**src/rtl/eth_tx_frame_arbiter.sv**
```systemverilog
// Round-robin whole-frame arbiter onto one MAC octet stream; truncates runaway frames, forces IFG idle after each frame.
// One-cycle grant latency, then zero-latency passthrough; MAC backpressure reaches only the owning source.
module eth_tx_frame_arbiter #(
    parameter int NUM_SOURCES      = 3,
    parameter int IFG_CYCLES       = 12,
    parameter int MAX_FRAME_OCTETS = 1518
) (
    input  logic                     i_clock,
    input  logic                     i_reset,
    input  logic [8*NUM_SOURCES-1:0] i_s_data,
    input  logic [NUM_SOURCES-1:0]   i_s_valid,
    input  logic [NUM_SOURCES-1:0]   i_s_last,
    output logic [NUM_SOURCES-1:0]   o_s_ready,
    output logic [7:0]               o_m_data,
    output logic                     o_m_valid,
    output logic                     o_m_last,
    output logic                     o_m_user,
    input  logic                     i_m_ready,
    output logic [NUM_SOURCES-1:0]   o_grant,
    output logic                     o_truncated
);
    localparam int IW = $clog2(NUM_SOURCES);
    localparam int CW = $clog2(MAX_FRAME_OCTETS);
    localparam int GW = (IFG_CYCLES > 1) ? $clog2(IFG_CYCLES) : 1;

    typedef enum logic [1:0] {S_IDLE, S_STREAM, S_DRAIN, S_GAP} state_t;

    state_t                 r_state;
    logic [NUM_SOURCES-1:0] r_grant;
    logic [IW-1:0]          r_ptr;
    logic [CW-1:0]          r_cnt;
    logic [GW-1:0]          r_gap;
    logic                   r_trunc;

    logic [IW-1:0] w_arb_idx;
    logic [IW-1:0] w_arb_nxt;
    logic          w_arb_vld;
    logic [7:0]    w_g_data;
    logic          w_g_valid;
    logic          w_g_last;
    logic          w_at_limit;
    logic          w_trunc;

    // Lowest valid index overall is the wrap-around fallback; lowest at/after the pointer overrides it.
    always_comb begin
        w_arb_vld = 1'b0;
        w_arb_idx = '0;
        for (int k = NUM_SOURCES - 1; k >= 0; k--) begin
            if (i_s_valid[k]) begin
                w_arb_vld = 1'b1;
                w_arb_idx = IW'(k);
            end
        end
        for (int k = NUM_SOURCES - 1; k >= 0; k--) begin
            if (i_s_valid[k] && (IW'(k) >= r_ptr)) begin
                w_arb_idx = IW'(k);
            end
        end
    end

    assign w_arb_nxt = (w_arb_idx == IW'(NUM_SOURCES - 1)) ? '0 : w_arb_idx + 1'b1;

    always_comb begin
        w_g_data  = '0;
        w_g_valid = 1'b0;
        w_g_last  = 1'b0;
        for (int k = 0; k < NUM_SOURCES; k++) begin
            if (r_grant[k]) begin
                w_g_data  = i_s_data[8*k +: 8];
                w_g_valid = i_s_valid[k];
                w_g_last  = i_s_last[k];
            end
        end
    end

    assign w_at_limit = (r_cnt == CW'(MAX_FRAME_OCTETS - 1));
    assign w_trunc    = (r_state == S_STREAM) && w_g_valid && !w_g_last && w_at_limit;

    always_comb begin
        o_m_data  = '0;
        o_m_valid = 1'b0;
        o_m_last  = 1'b0;
        o_m_user  = 1'b0;
        o_s_ready = '0;
        case (r_state)
            S_STREAM: begin
                o_m_data  = w_g_data;
                o_m_valid = w_g_valid;
                o_m_last  = w_g_last | w_trunc;
                o_m_user  = w_trunc;
                o_s_ready = r_grant & {NUM_SOURCES{i_m_ready}};
            end
            S_DRAIN: o_s_ready = r_grant;
            default: ;
        endcase
    end

    assign o_grant     = r_grant;
    assign o_truncated = r_trunc;

    always_ff @(posedge i_clock) begin
        if (i_reset) begin
            r_state <= S_IDLE;
            r_grant <= '0;
            r_ptr   <= '0;
            r_cnt   <= '0;
            r_gap   <= '0;
            r_trunc <= 1'b0;
        end else begin
            r_trunc <= 1'b0;
            case (r_state)
                S_IDLE: begin
                    if (w_arb_vld) begin
                        r_grant <= NUM_SOURCES'(1) << w_arb_idx;
                        r_ptr   <= w_arb_nxt;
                        r_cnt   <= '0;
                        r_state <= S_STREAM;
                    end
                end
                S_STREAM: begin
                    if (w_g_valid && i_m_ready) begin
                        r_cnt <= r_cnt + 1'b1;
                        if (w_g_last) begin
                            r_grant <= '0;
                            r_gap   <= '0;
                            r_state <= S_GAP;
                        end else if (w_at_limit) begin
                            r_trunc <= 1'b1;
                            r_state <= S_DRAIN;
                        end
                    end
                end
                S_DRAIN: begin
                    if (w_g_valid && w_g_last) begin
                        r_grant <= '0;
                        r_gap   <= '0;
                        r_state <= S_GAP;
                    end
                end
                S_GAP: begin
                    if (r_gap == GW'(IFG_CYCLES - 1)) begin
                        r_state <= S_IDLE;
                    end else begin
                        r_gap <= r_gap + 1'b1;
                    end
                end
                default: r_state <= S_IDLE;
            endcase
        end
    end
endmodule

```
**config.mk**
```make
export PLATFORM = sky130hd
export DESIGN_NAME = eth_tx_frame_arbiter
export DESIGN_NICKNAME = d
export VERILOG_FILES = /design/src/rtl/eth_tx_frame_arbiter.sv
export SDC_FILE = /design/constraint.sdc
export NUM_CORES = 1
export LEC_CHECK = 0
export ABC_AREA = 0
export CAP_MARGIN = 10
export CORE_MARGIN = 2
export CORE_UTILIZATION = 55
export CTS_CLUSTER_DIAMETER = 150
export DETAILED_ROUTE_END_ITERATION = 8
export DONT_BUFFER_PORTS = 1
export PLACE_DENSITY = 0.82
export SYNTH_ARGS = -nofsm -noshare
export SYNTH_HDL_FRONTEND = slang
export SYNTH_SLANG_ARGS = --single-unit
```
**constraint.sdc**
```tcl
create_clock -name i_clock -period 2.85 [get_ports i_clock]
set_input_delay 0.7125 -clock i_clock [delete_from_list [all_inputs] [get_ports i_clock]]
set_output_delay 0.7125 -clock i_clock [all_outputs]
set_load 0.03 [all_outputs]
```
---- Word level (Yosys, flattened, before mapping) ----
Cells that the tools add are included.
word-level totals
  input bits .............................. 33
  word-level logic and storage cells ...... 94
  register bits after elaboration ......... 23
  output and inout bits ................... 18
cells by class
  equal/unequal tests ..................... 13
  muxes and demuxes ....................... 45
  add/subtract/negate cells ............... 3
  shift operators ......................... 1
  bitwise logic cells ..................... 4
  magnitude comparators ................... 3
  reductions and logical operators ........ 19
operators by type and width
  kind                     number
  $mux W8                  4
  $mux W2                  13
  $mux W11                 2
  $pmux W11 S2             1
  $mux W4                  4
  $reduce_and A5 Y1        3
  $mux W1                  13
  $mux W3                  4
  $pmux W4 S3              1
  $add A11 B1 Y11 const B  1
  $eq A11 B11 Y1 const B   1
  $ne A2 B2 Y1 const B     5
  $pmux W3 S3              1
  $logic_and A1 B1 Y1      8
  $pmux W2 S4              1
  $eq A2 B2 Y1 const B     3
  $pmux W3 S2              1
  $reduce_bool A3 Y1       2
  $add A4 B1 Y4 const B    1
  $eq A4 B4 Y1 const B     1
  $ge A1 B2 Y1 const A     2
  $reduce_or A4 Y1         1
  $and A3 B3 Y3            1
  $ne A3 B3 Y1 const B     1
  other kinds (12)         13

---- Longest topological paths before layout ----
Gate-level depths: netlist (run 1).
  depth in word-level cells ............... 9
  gate-level depth with buffers ........... 7
  mapped depth without buffers ............ 7

---- Least setup slack after synthesis (run 1) ----
No wires, ideal clock.
  path kind ............................... input to output
  start ................................... input i_s_valid[0]
  end ..................................... output o_m_user
  arrival time ............................ 1.863 ns
  stages on the path ...................... 5
  path slack .............................. 0.274 ns
  cells stage by stage .................... and3b_1 o21a_1 buf_4 and2_1 and3_1
on the way
  word-level cells in the longest chain between the ends .. 7
ends and longest elaborated chain
  item                              line  source
  start: declaration                11    input logic [NUM_SOURCES-1:0] i_s_valid,
  $mux W1 (3 in a row)              68    if (r_grant[k]) begin
  $logic_and A1 B1 Y1 (3 in a row)  77    assign w_trunc = (r_state == S_STREAM) && w_g_valid && !w_g_last && w_at_limit;
  $mux W1                           85    case (r_state)
  end: declaration                  17    output logic o_m_user,
Every way passes these cells.

---- Worst setup path in the final report (run 1) ----
  start ................................... register r_grant[0] (netlist: o_grant[0])
  end ..................................... output o_m_user
on the way
  word-level cells in the longest chain between the ends .. 7
  elaborated cells between the ends (all ways) .. 11
  classes of those cells .................. 7 x mux; 4 x reduce/logical
ends and longest elaborated chain
  item                                                     line  source
  start: declaration                                       29    logic [NUM_SOURCES-1:0] r_grant;
  start signal: assignment                                 114   r_grant <= NUM_SOURCES'(1) << w_arb_idx;
  $mux W1 (3 in a row)                                     68
  $logic_and A1 B1 Y1 or $logic_not A1 Y1 (tied branches)  77
  $logic_and A1 B1 Y1 * (2 in a row)                       77
  $mux W1 *                                                85
Mark *: on every way between the ends. The rest lies on a longest branch, timed or not.

==> metrics.csv, run 1 <==
metric,value,unit
status,completed,
synth-edff-count,0,
route.vias.total,1651,
antenna_found_initial,0,
place_congestion,0.7927,
crit_type,register to primary output,
cts_tree,built,
cts.sinks,23,
cp-start-kind,register,
die-area,3752,sq um
worstMarginPinSlew,721.3,ps
insertedDiodeCount,0,
syn_nets,267,
crit_required,2140,ps
startpoint,o_grant[0],
syn-cell-area,1803,sq um
synth_top_area_frac,0.2554,
fin_tns_setup,0,ps
hold_start,i_reset,
grt_max_degree,33,
slowest_delay,370,ps
cts.clk_slew.worst_paths,130,ps
synth_area_leader_cell,dfxtp_1,
finalPower,1.420,mW
relSlewSlack,0.5179,
p_seq_frac,0.285,
maxSlewViolCount,0,
viasPerCell,6.138,
synth.area.top_cells,"dfxtp_1 26%, ha_1 5.6%, o21ai_0 5.0%",
slowest_stage,dfxtp_1,
finClkSkew,6.599,ps
numCtsBuffers,3,
clk_path_buf_depth,2,
drtIter0Drc,59,
clk-insertion-delay-late,310,ps
drive_gt1_frac,0.1022,
die_h,61.26,um
p_sw_frac,0.4685,
wire_per_inst,14.47,um
avgSynthCellArea,7.978,sq um
rsz0062_at_grt,no,
finish.utilization,0.6142,
drt_wl_total,3892,um
synth_warnings,0,
synth_top_family_by_area,simple AND/OR/NAND/NOR gates,
synthDistinctLibCells,48,
synth_commonest_cells,"23 x dfxtp_1, 18 x nand2_1, 18 x o21ai_0",
die_x,61.26,um
row_count,20,
synth-xor-area-share,0,
synth-async-reset-ratio,0,
synth_fa_ha_area_frac,0.05552,
p_leak,0.6756,nW
h-tree-depth,1,
drcViolationCount,0,
synth_most_common_cell,dfxtp_1,
core_area,3078,sq um
area_growth,4.858,%
grt_pass1_vias,1402,
power_density,751.3,nW/um^2
endpoint_kind,primary output,
drv_cap,0,
power.share.clock,0.108,
path_buf_inv,1,
synth_mux_area_frac,0.03747,
yosysSeqAreaShare,0.2554,
post_cts.repair.setup_buffers,0,
hp-class,input pin to register,
io_buffers,0,
grt_pass1_wl,6085,um
finalSetupViolations,0,
start_util,0.5858,
fmax,372.9,MHz
ir_worst_vdd,0.4808,mV
nets,267,
num_io_pins,51,
path_max_fanout,11,
period_needed,2682,ps
crit_family,simple AND/OR/NAND/NOR gates,
rr_startpoint,o_grant[0],
track_usage,0.2103,
critPathArrivalTime,1970,ps
synthCells,226,
p_comb_frac,0.607,
post-dp-hpwl,2877,um
switching_power,0.6655,mW
p_int,0.7549,mW
synth_compound_gate_area_share,0.2866,
hold_violations,0,
final.period_utilization,0.9410,
synth_seq_cells,23,
path_cells,buf_4 > and3b_1 > o21a_1 > and2_1 > and3_1,
grt-ovfl-total,0,
ant_nets,0,
synth_ff_type,dfxtp_1,
first_pass_iters,4,
root_buffer,clkbuf_4,
synth-simple-area-share,0.3185,
[cells in the final DEF, fill, tap and decap left out, types with 2 or more instances in the layout]
cell	n
a21oi_1	9
a221oi_1	3
a22oi_1	9
a311oi_1	8
a31oi_1	3
and2_1	12
and3_1	4
and3b_1	2
and4_1	2
buf_4	7
clkbuf_4	3
dfxtp_1	23
ha_1	7
inv_1	9
mux2_1	2
mux2i_1	3
nand2_1	18
nand2b_1	12
nand3_1	7
nand3b_1	3
nand4_1	3
nor2_1	17
nor2b_1	9
nor3_1	3
nor3b_1	2
o2111ai_1	2
o21ai_0	18
o32ai_1	4
[cells by family (layout without fill, tap and decap cells)]
group | after synthesis | count (layout)
buf+inv | 21 | 20
compound gates | 69 | 69
flops | 23 | 23
simple gates | 99 | 99
fa+ha+maj | 8 | 8
mux | 6 | 6
[metrics by stage]
| step | hold slack (ps) | setup WS (ps) | instances | cell area, sq um |
|---|---|---|---|---|
| 2_1_floorplan | 451.1 | 274.2 | 226 | 1803 |
| 3_3_place_gp | 484.2 | 399.3 | 265 | 1861 |
| 3_5_place_dp | 475.1 | 370.4 | 265 | 1861 |
| 4_1_cts | 439.9 | 110.0 | 269 | 1888 |
| 5_1_grt | 424.4 | 49.83 | 269 | 1891 |
| 6_report | 455.3 | 168.2 | 269 | 1891 |
[area by class of cell]
class	instances	area [sq um]
clock inverters	1	5.005
flip-flops and latches	23	460.4
well taps	44	55.05
clock buffers	3	22.52
fillers	281	1187
repair buffers	7	52.55
multi-input cells	182	1261
inverters	9	33.78
[worst register-to-register path: stages (launching register included)]
cell,delay [ps]
dfxtp_1,370
buf_4,190
and3b_1,200
o21a_1,340
a31oi_1,250
a211oi_2,400
mux2_1,370
[worst paths after layout]
| path | end | slack [ps] | cells after the start |
|---|---|---|---|
| worst min register to register | r_cnt[10] | 500 | 1 |
| worst max register to register | o_grant[2] | 640 | 6 |
| worst max-delay path | o_m_user | 170 | 5 |
| worst min-delay path | r_ptr[0] | 460 | 1 |
[sequential cells by signal, indices dropped and copies added (netlist names)]
signal       flops
o_grant          3
o_truncated      1
r_cnt           11
r_gap            4
r_ptr            2
r_state          2
[power groups by stage]
stage / sequential, mW / clock, mW / combinational, mW
after floorplan: 0.422 / 0 / 0.698
after detailed placement: 0.411 / 0 / 0.858
final: 0.405 / 0.154 / 0.862
after global placement: 0.410 / 0 / 0.843
after CTS: 0.404 / 0.158 / 0.860
after global routing: 0.413 / 0.172 / 0.943
[routing by layer]
| layer | track usage | share of wire | wire length, um | vias to the layer above |
|---|---|---|---|---|
| met5 | 0 | 0 | 0 | - |
| met2 | 0.3343 | 0.46 | 1796 | 62 |
| li1 | - | - | - | 840 |
| met1 | 0.2925 | 0.47 | 1839 | 747 |
| met4 | 0.04037 | 0.0031 | 12 | 0 |
| met3 | 0.05042 | 0.062 | 243 | 2 |
[timing repair]
item	in CTS	in global routing
endpoints found under the setup margin	0	3
hold buffers	0	0
gates resized for setup	0	1
Power figures use the tool's default switching activity.
==> run 2: changes to the inputs <==
--- a/config.mk
+++ b/config.mk
@@ -6,13 +6,14 @@
 export NUM_CORES = 1
 export LEC_CHECK = 0
 export ABC_AREA = 0
-export CAP_MARGIN = 10
 export CORE_MARGIN = 2
 export CORE_UTILIZATION = 55
 export CTS_CLUSTER_DIAMETER = 150
+export CTS_CLUSTER_SIZE = 24
 export DETAILED_ROUTE_END_ITERATION = 8
 export DONT_BUFFER_PORTS = 1
 export PLACE_DENSITY = 0.82
 export SYNTH_ARGS = -nofsm -noshare
 export SYNTH_HDL_FRONTEND = slang
 export SYNTH_SLANG_ARGS = --single-unit
+export TNS_END_PERCENT = 5
==> results of run 2 <==
Final layout, timing and power as in run 1 (identical DEF).
==> run 3: changes to the inputs <==
--- a/config.mk
+++ b/config.mk
@@ -7,12 +7,12 @@
 export LEC_CHECK = 0
 export ABC_AREA = 0
 export CORE_MARGIN = 2
-export CORE_UTILIZATION = 55
+export CORE_UTILIZATION = 45
 export CTS_CLUSTER_DIAMETER = 150
 export CTS_CLUSTER_SIZE = 24
 export DETAILED_ROUTE_END_ITERATION = 8
 export DONT_BUFFER_PORTS = 1
-export PLACE_DENSITY = 0.82
+export PLACE_DENSITY = 0.72
 export SYNTH_ARGS = -nofsm -noshare
 export SYNTH_HDL_FRONTEND = slang
 export SYNTH_SLANG_ARGS = --single-unit
==> metrics.csv, run 3 (synthesis gave the netlist of run 1 again) <==
metric,value,unit,change
grt_max_degree,33,,unchanged
fill_cells,397,,+41%
p_seq_frac,0.264,,-0.021
critPathArrivalTime,1880,ps,-90 ps
worstMarginPinSlew,692.8,ps,-28.51 ps
fin_tns_setup,0,ps,unchanged
finish.utilization,0.4910,,-0.1232
numCtsBuffers,3,,unchanged
nets,268,,+0.37%
die_x,67.30,um,+9.9%
first_pass_iters,5,,+1
wire_per_inst,15.70,um,+8.5%
core_area,3914,sq um,+27%
post_cts.repair.setup_buffers,0,,unchanged
power.share.clock,0.142,,+0.034
layout_common_cells,"23 x dfxtp_1, 18 x nand2_1, 18 x o21ai_0",,
hp-class,register to register,,
p_comb_frac,0.594,,-0.013
layout.cells.non_filler,276,,+2.6%
area_growth,6.592,%,
post-dp-hpwl,3164,um,+10%
p_int,0.8078,mW,+7.0%
num_io_pins,51,,unchanged
status,completed,,
hold_violations,0,,unchanged
relSlewSlack,0.5369,,+0.01905
post_dp_cell_area,1876,sq um,+0.81%
grt_pass1_vias,1578,,+13%
cts.sinks,23,,unchanged
viasPerCell,6.094,,-0.71%
antenna_found_initial,0,,unchanged
fmax,385.9,MHz,+3.5%
cts.clk_slew.worst_paths,90,ps,-40 ps
endpoint_kind,primary output,,
p_sw_frac,0.4610,,-0.007552
final_common_cell,dfxtp_1,,
insertedDiodeCount,0,,unchanged
die_h,67.30,um,+9.9%
ant_nets,0,,unchanged
place_congestion,0.8276,,+4.4%
finalSetupViolations,0,,unchanged
p_leak,0.6911,nW,+2.3%
cts_tree,built,,
holdBufCountCts,0,,unchanged
io_buffers,0,,unchanged
largest_reg_flops,11,,unchanged
maxSlewViolCount,0,,unchanged
drcViolationCount,0,,unchanged
die-area,4529,sq um,+21%
route.vias.total,1682,,+1.9%
placed_cells,272,,+2.6%
finClkSkew,5.376,ps,-1.223 ps
cp-start-kind,register,,
final.period_utilization,0.9092,,-0.03178
row_count,23,,+15%
track_usage,0.2006,,-0.009624
clk-insertion-delay-late,270,ps,-40 ps
start_util,0.4607,,-0.1251
clk_path_buf_depth,2,,unchanged
largest-register,r_cnt,,
final_area,1922,sq um,+1.7%
crit_required,2140,ps,about the same
crit_type,register to primary output,,
grt_pass1_wl,7024,um,+15%
period_needed,2591,ps,-90.57 ps
drt_wl_total,4334,um,+11%
ir_worst_vdd,0.4734,mV,-1.5%
drtIter0Drc,109,,+85%
drv_cap,0,,unchanged
grt-ovfl-total,0,,unchanged
path_max_fanout,18,,+7
power_density,779.8,nW/um^2,+3.8%
root_buffer,clkbuf_8,,
drive_gt1_frac,0.1018,,-0.0004523
post_cts_resized,0,,unchanged
switching_power,0.6908,mW,+3.8%
rsz0062_at_grt,no,,
h-tree-depth,1,,unchanged
-- run 3: cell count changes in the layout (fill, tap and decap cells not counted), sizes merged --
cell  delta
buf      +1
-- run 3: path summary, 6_finish.rpt --
path,slack [ps],depth (start not counted),to,startpoint
worst min-delay path,500,1,r_cnt[10],r_cnt[10]
worst min register to register,500,1,r_cnt[10],r_cnt[10]
worst max register to register,540,7,o_grant[1],r_state[1]
worst max-delay path,260,5,o_s_ready[2],r_state[1]
-- run 3: critical path: stages, from the launching register on --
cell,delay (ps)
dfxtp_1,350
inv_1,110
ha_1,490
a21oi_1,140
nor2b_1,180
and2_1,330
-- run 3: routing by layer --
layer	vias up	track usage	part of all wire
met1	763	0.2657	0.46
met5	-	0	0
met3	4	0.03500	0.065
met4	0	0.07398	0.013
met2	76	0.3255	0.46
li1	839	-	-
-- run 3: stage by stage --
step                power (mW)  worst slack (ps)  hold slack [ps]
finish                   1.499             258.7            498.8
global route             1.615             104.2            486.9
CTS                      1.499             253.8            496.6
detailed placement       1.285             551.3            479.6
global placement         1.270             557.6            481.7
floorplan                1.120             274.2            451.1
-- run 3: cell type report --
cell class | instances | area, sq um | share of cell area
repair buffers | 8 | 60.06 | 0.03125
multi-input cells | 182 | 1259 | 0.6550
well taps | 50 | 62.56 | 0.03255
flip-flops and latches | 23 | 460.4 | 0.2396
clock inverters | 1 | 5.005 | 0.002604
inverters | 9 | 33.78 | 0.01758
clock buffers | 3 | 41.29 | 0.02148
-- run 3: power groups by stage --
stage / Sequential (mW) / Combinational [mW] / Clock [mW]
2_1_floorplan: 0.422 / 0.698 / 0
3_3_place_gp: 0.401 / 0.869 / 0
3_5_place_dp: 0.402 / 0.883 / 0
4_1_cts: 0.395 / 0.886 / 0.218
5_1_grt: 0.401 / 0.982 / 0.232
6_report: 0.396 / 0.890 / 0.213
==> edit 1 (settings of run 3) <==
`NUM_SOURCES`: 3 -> 5.
--- a/src/rtl/eth_tx_frame_arbiter.sv
+++ b/src/rtl/eth_tx_frame_arbiter.sv
@@ -1,7 +1,7 @@
 // Round-robin whole-frame arbiter onto one MAC octet stream; truncates runaway frames, forces IFG idle after each frame.
 // One-cycle grant latency, then zero-latency passthrough; MAC backpressure reaches only the owning source.
 module eth_tx_frame_arbiter #(
-    parameter int NUM_SOURCES      = 3,
+    parameter int NUM_SOURCES      = 5,
     parameter int IFG_CYCLES       = 12,
     parameter int MAX_FRAME_OCTETS = 1518
 ) (
Interface: changed (5 resized); port bits go from 51 to 75. No check against the original RTL was run, so the function may have changed too.
==> edit 1 against run 3 <==
- routed wire length increased by 24%
- setup slack lost 0.14 ns
- maximum frequency decreased by 5.0%
- first-iteration DRC count decreased by 18%
- power up 33%
- cell area is 24% higher
- sequential cell count is 3 higher
- area after synthesis up 19%
- critical endpoint is now o_m_last
- largest power group unchanged
- highest routed layer unchanged
==> edit 1: results (changes against run 3) <==
* Library cells used by synthesis at 60 (+25%)
* HP Class: primary input to flop
* WHS Path Cells at 1 (unchanged)
* Pre-antenna DRT Iters at 4 (-1)
* DP Area at 2320 µm² (+23%)
* Final Skew at 0.00924 ns (+0.00387 ns)
* GP Congestion at 0.857 (+3.5%)
* First-pass GRT wire length at 8.58 mm (+22%)
* Largest net degree at the start of global routing at 22 (-33%)
* R2R cell count at 8 (+1)
* Global Route Usage Sum at 20.0% (about the same)
* Hold Path Origin: i_reset
* Via count at 2,081 (+24%)
* Mapped Cells at 274 (+21%)
* Synth Area in Compound Gates at 24.5% (-4.2 points)
* Layout cell share with drive strength beyond 1 at 15.4% (+5.3 points)
* Hold Path Sink: r_state[0]
* Place WS at 0.253 ns (-0.298 ns)
* Vias per cell at 6.14 (+0.73%)
* WL met2 at 2.74 mm (+36%)
* Fin nets at 350 (+31%)
* WHS at 0.493 ns (-0.00545 ns)
* Multiplexer share of the synthesized area at 3.79% (+0.047 points)
* CP peak stage delay at 0.44 ns (-0.05 ns)
* Wire length on met1 at 2.37 mm (+20%)
* Commonest cells in the netlist: nor2_1, dfxtp_1, nand2_1
* Vias in the first global route at 1,879 (+19%)
* Clock buffer depth at 2 (unchanged)
* Post-Synth Adder-Cell Area at 6.42% (+0.87 points)
* Fmax at 367 MHz (-5.0%)
* Crit-path slowest cell: dfxtp_1
* Met3 Use GR at 2.76% (-0.74 points)
* 1st-iter DRT viols at 89 (-18%)
* Outcome: completed
* Crit-path max FO at 11 (-7)
* XOR/XNOR Fraction of Synth Area at 2.45% (+2.5 points)
* Crit path DAT at 2.01 ns (+0.13 ns)
* Worst Setup SP: o_grant[1]
* Worst vdd ir at 0.000443 V (-6.4%)
* Post-synth net total at 338 (+27%)
* Initial antenna violation count at 0 (unchanged)
* Register area share after synthesis at 24.3% (-1.3 points)
* Highest routed layer: met4
* Met1 Track Usage GR at 26.4% (-0.22 points)
* Critical Path End: o_m_last
* Dominant cells by area after synthesis: dfxtp_1, ha_1, nor2_1, nor3_1, nor2b_1
* Slew headroom at 37.2% (-17 points)
* Hpwl dp at 4.21 mm (+33%)
* RR Endpoint: r_cnt[4]
* Total Wirelength at 5.36 mm (+24%)
* Leakage Power at 0.891 nW (+29%)
* GR Util met2 at 33.4% (+0.88 points)
* Met3 Routed Length at 191 µm (-33%)
* Reg2reg setup slack at 0.42 ns (-0.12 ns)
==> edit 1: cell types whose count changed after synthesis, sizes merged, moves of 4 or more <==
cell | run 3 | this run
mux2i | 3 | 7
nor2 | 17 | 33
a221oi | 3 | 8
nor2b | 9 | 16
nand2 | 18 | 24
a211oi | 2 | 11
xor2 | 0 | 5
nor3 | 3 | 21
a311oi | 8 | 3
nand2b | 12 | 4
and2 | 12 | 6
a22oi | 10 | 1
o21ai | 18 | 13
==> edit 1: cell type report <==
class	count	area, µm²
fillers	432	2270
multi-input cells	225	1530
flip-flops and latches	26	520
repair buffers	19	159
well taps	54	67.6
clock buffers	3	41.3
inverters	11	41.3
clock inverters	1	30.0
==> edit 1: report_power, final <==
group          total, mW  switching, mW  internal [mW]
logic               1.20          0.713          0.490
clock network      0.305          0.117          0.188
registers          0.487         0.0700          0.417
==> edit 2 (settings of run 3) <==
Without the edit above. Make the reset (`i_reset`) asynchronous in one clocked block.
--- a/src/rtl/eth_tx_frame_arbiter.sv
+++ b/src/rtl/eth_tx_frame_arbiter.sv
@@ -98,7 +98,7 @@
     assign o_grant     = r_grant;
     assign o_truncated = r_trunc;
 
-    always_ff @(posedge i_clock) begin
+    always_ff @(posedge i_clock or posedge i_reset) begin
         if (i_reset) begin
             r_state <= S_IDLE;
             r_grant <= '0;
Function: differs if i_reset is asserted again (counterexample within 4 cycles, from zero or initial values and one cycle with i_reset high); with i_reset held inactive, the same outputs for 10 cycles.
==> edit 2 against run 3 <==
- sequential share of layout area increased by 6.9 points
- maximum frequency decreased by 2.0%
- critical endpoint is now o_m_user
- utilization increased by 1.8 points
- clock power shrank 4%
- setup slack got worse by 0.054 ns
- area after synthesis is 5.6% lower
- critical path type unchanged
- power up 25%
- cell area decreased by 3.1%
- count of clock-buffer cells in the layout unchanged
- sequential cell count did not move
- routed wire length decreased by 16%
==> edit 2: results (changes against run 3) <==
* Fmax at 378 MHz (-2.0%)
* CP peak stage delay at 0.56 ns (+0.07 ns)
* Global Route Usage Sum at 17.3% (-2.8 points)
* Met1 Track Usage GR at 24.9% (-1.7 points)
* Total Wirelength at 3.63 mm (-16%)
* Commonest cells in the netlist: nor2_1, dfrtp_1, nand2_1
* Crit-path max FO at 16 (-2)
* First-pass GRT wire length at 5.87 mm (-17%)
* Hpwl dp at 2.78 mm (-12%)
* Leakage Power at 0.804 nW (+16%)
* Library cells used by synthesis at 43 (-10%)
* Slew headroom at 43.4% (-10 points)
* Clk power at 0.205 mW (-4%)
* Main synth FF type: dfrtp_1
* Register area share after synthesis at 33.8% (+8.3 points)
* Worst vdd ir at 0.000538 V (+14%)
* Crit path DAT at 1.93 ns (+0.05 ns)
* R2R cell count at 5 (-2)
* Post-synth net total at 250 (-6.4%)
* Wire length on met1 at 1.72 mm (-13%)
* Largest net degree at the start of global routing at 24 (-27%)
* RR Startpoint: o_grant[1]
* Tot Pwr at 1.87 mW (+25%)
* Place WS at 0.506 ns (-0.0455 ns)
* Crit-path slowest cell: dfrtp_1
* DP Area at 1820 µm² (-3.1%)
* Reg2reg setup slack at 0.53 ns
* WHS at 0.499 ns (-0.0000900 ns)
* Comb. pwr at 1.14 mW (+28%)
* Most frequent cell after synthesis: nor2_1
* Layout cell share with drive strength beyond 1 at 11.0% (+0.83 points)
* WL met2 at 1.80 mm (-11%)
* Design area at 1860 µm² (-3.1%)
* Final Skew at 0.00442 ns (-0.000954 ns)
* Critical Path End: o_m_user
* Placed Cells at 262 (-3.7%)
* Outcome: completed
* Share of async-settable or async-resettable flops after synthesis at 100% (+100 points)
* Met3 Routed Length at 88 µm (-69%)
* Mapped Cells at 209 (-7.5%)
* Pre-antenna DRT Iters at 4 (-1)
* Worst Setup SP: o_grant[1]
* CTS-repair resized insts at 0 (unchanged)
* RR Endpoint: r_cnt[6]
* Met3 Use GR at 3.08% (-0.42 points)
* Dominant cells by area after synthesis: dfrtp_1, nor2_1, ha_1, a21oi_1, nand2_1
edit 2: cell count changes after synthesis, moves of 7 or more:
cell | before | now
a21oi_1 | 9 | 18
a311oi_1 | 8 | 0
dfrtp_1 | 0 | 23
dfxtp_1 | 23 | 0
nand2b_1 | 12 | 2
nor2_1 | 17 | 29
o21ai_0 | 18 | 6
o21ai_1 | 0 | 7
edit 2: cells by family after synthesis:
group           Yosys count  synth area share, %
buf+inv                  18                 4.78
compound gates           66                 26.2
mux                       1                0.661
flops                    23                 33.8
simple gates             89                 26.7
fa+ha+maj                 8                 5.88
xor+xnor                  4                 2.06
edit 2: area by class of cell:
type | instances | share of cell area [%]
clock buffers | 3 | 2.22
clock inverters | 1 | 0.269
inverters | 10 | 2.01
multi-input cells | 168 | 56.1
flip-flops and latches | 23 | 30.9
well taps | 48 | 3.22
repair buffers | 13 | 5.24
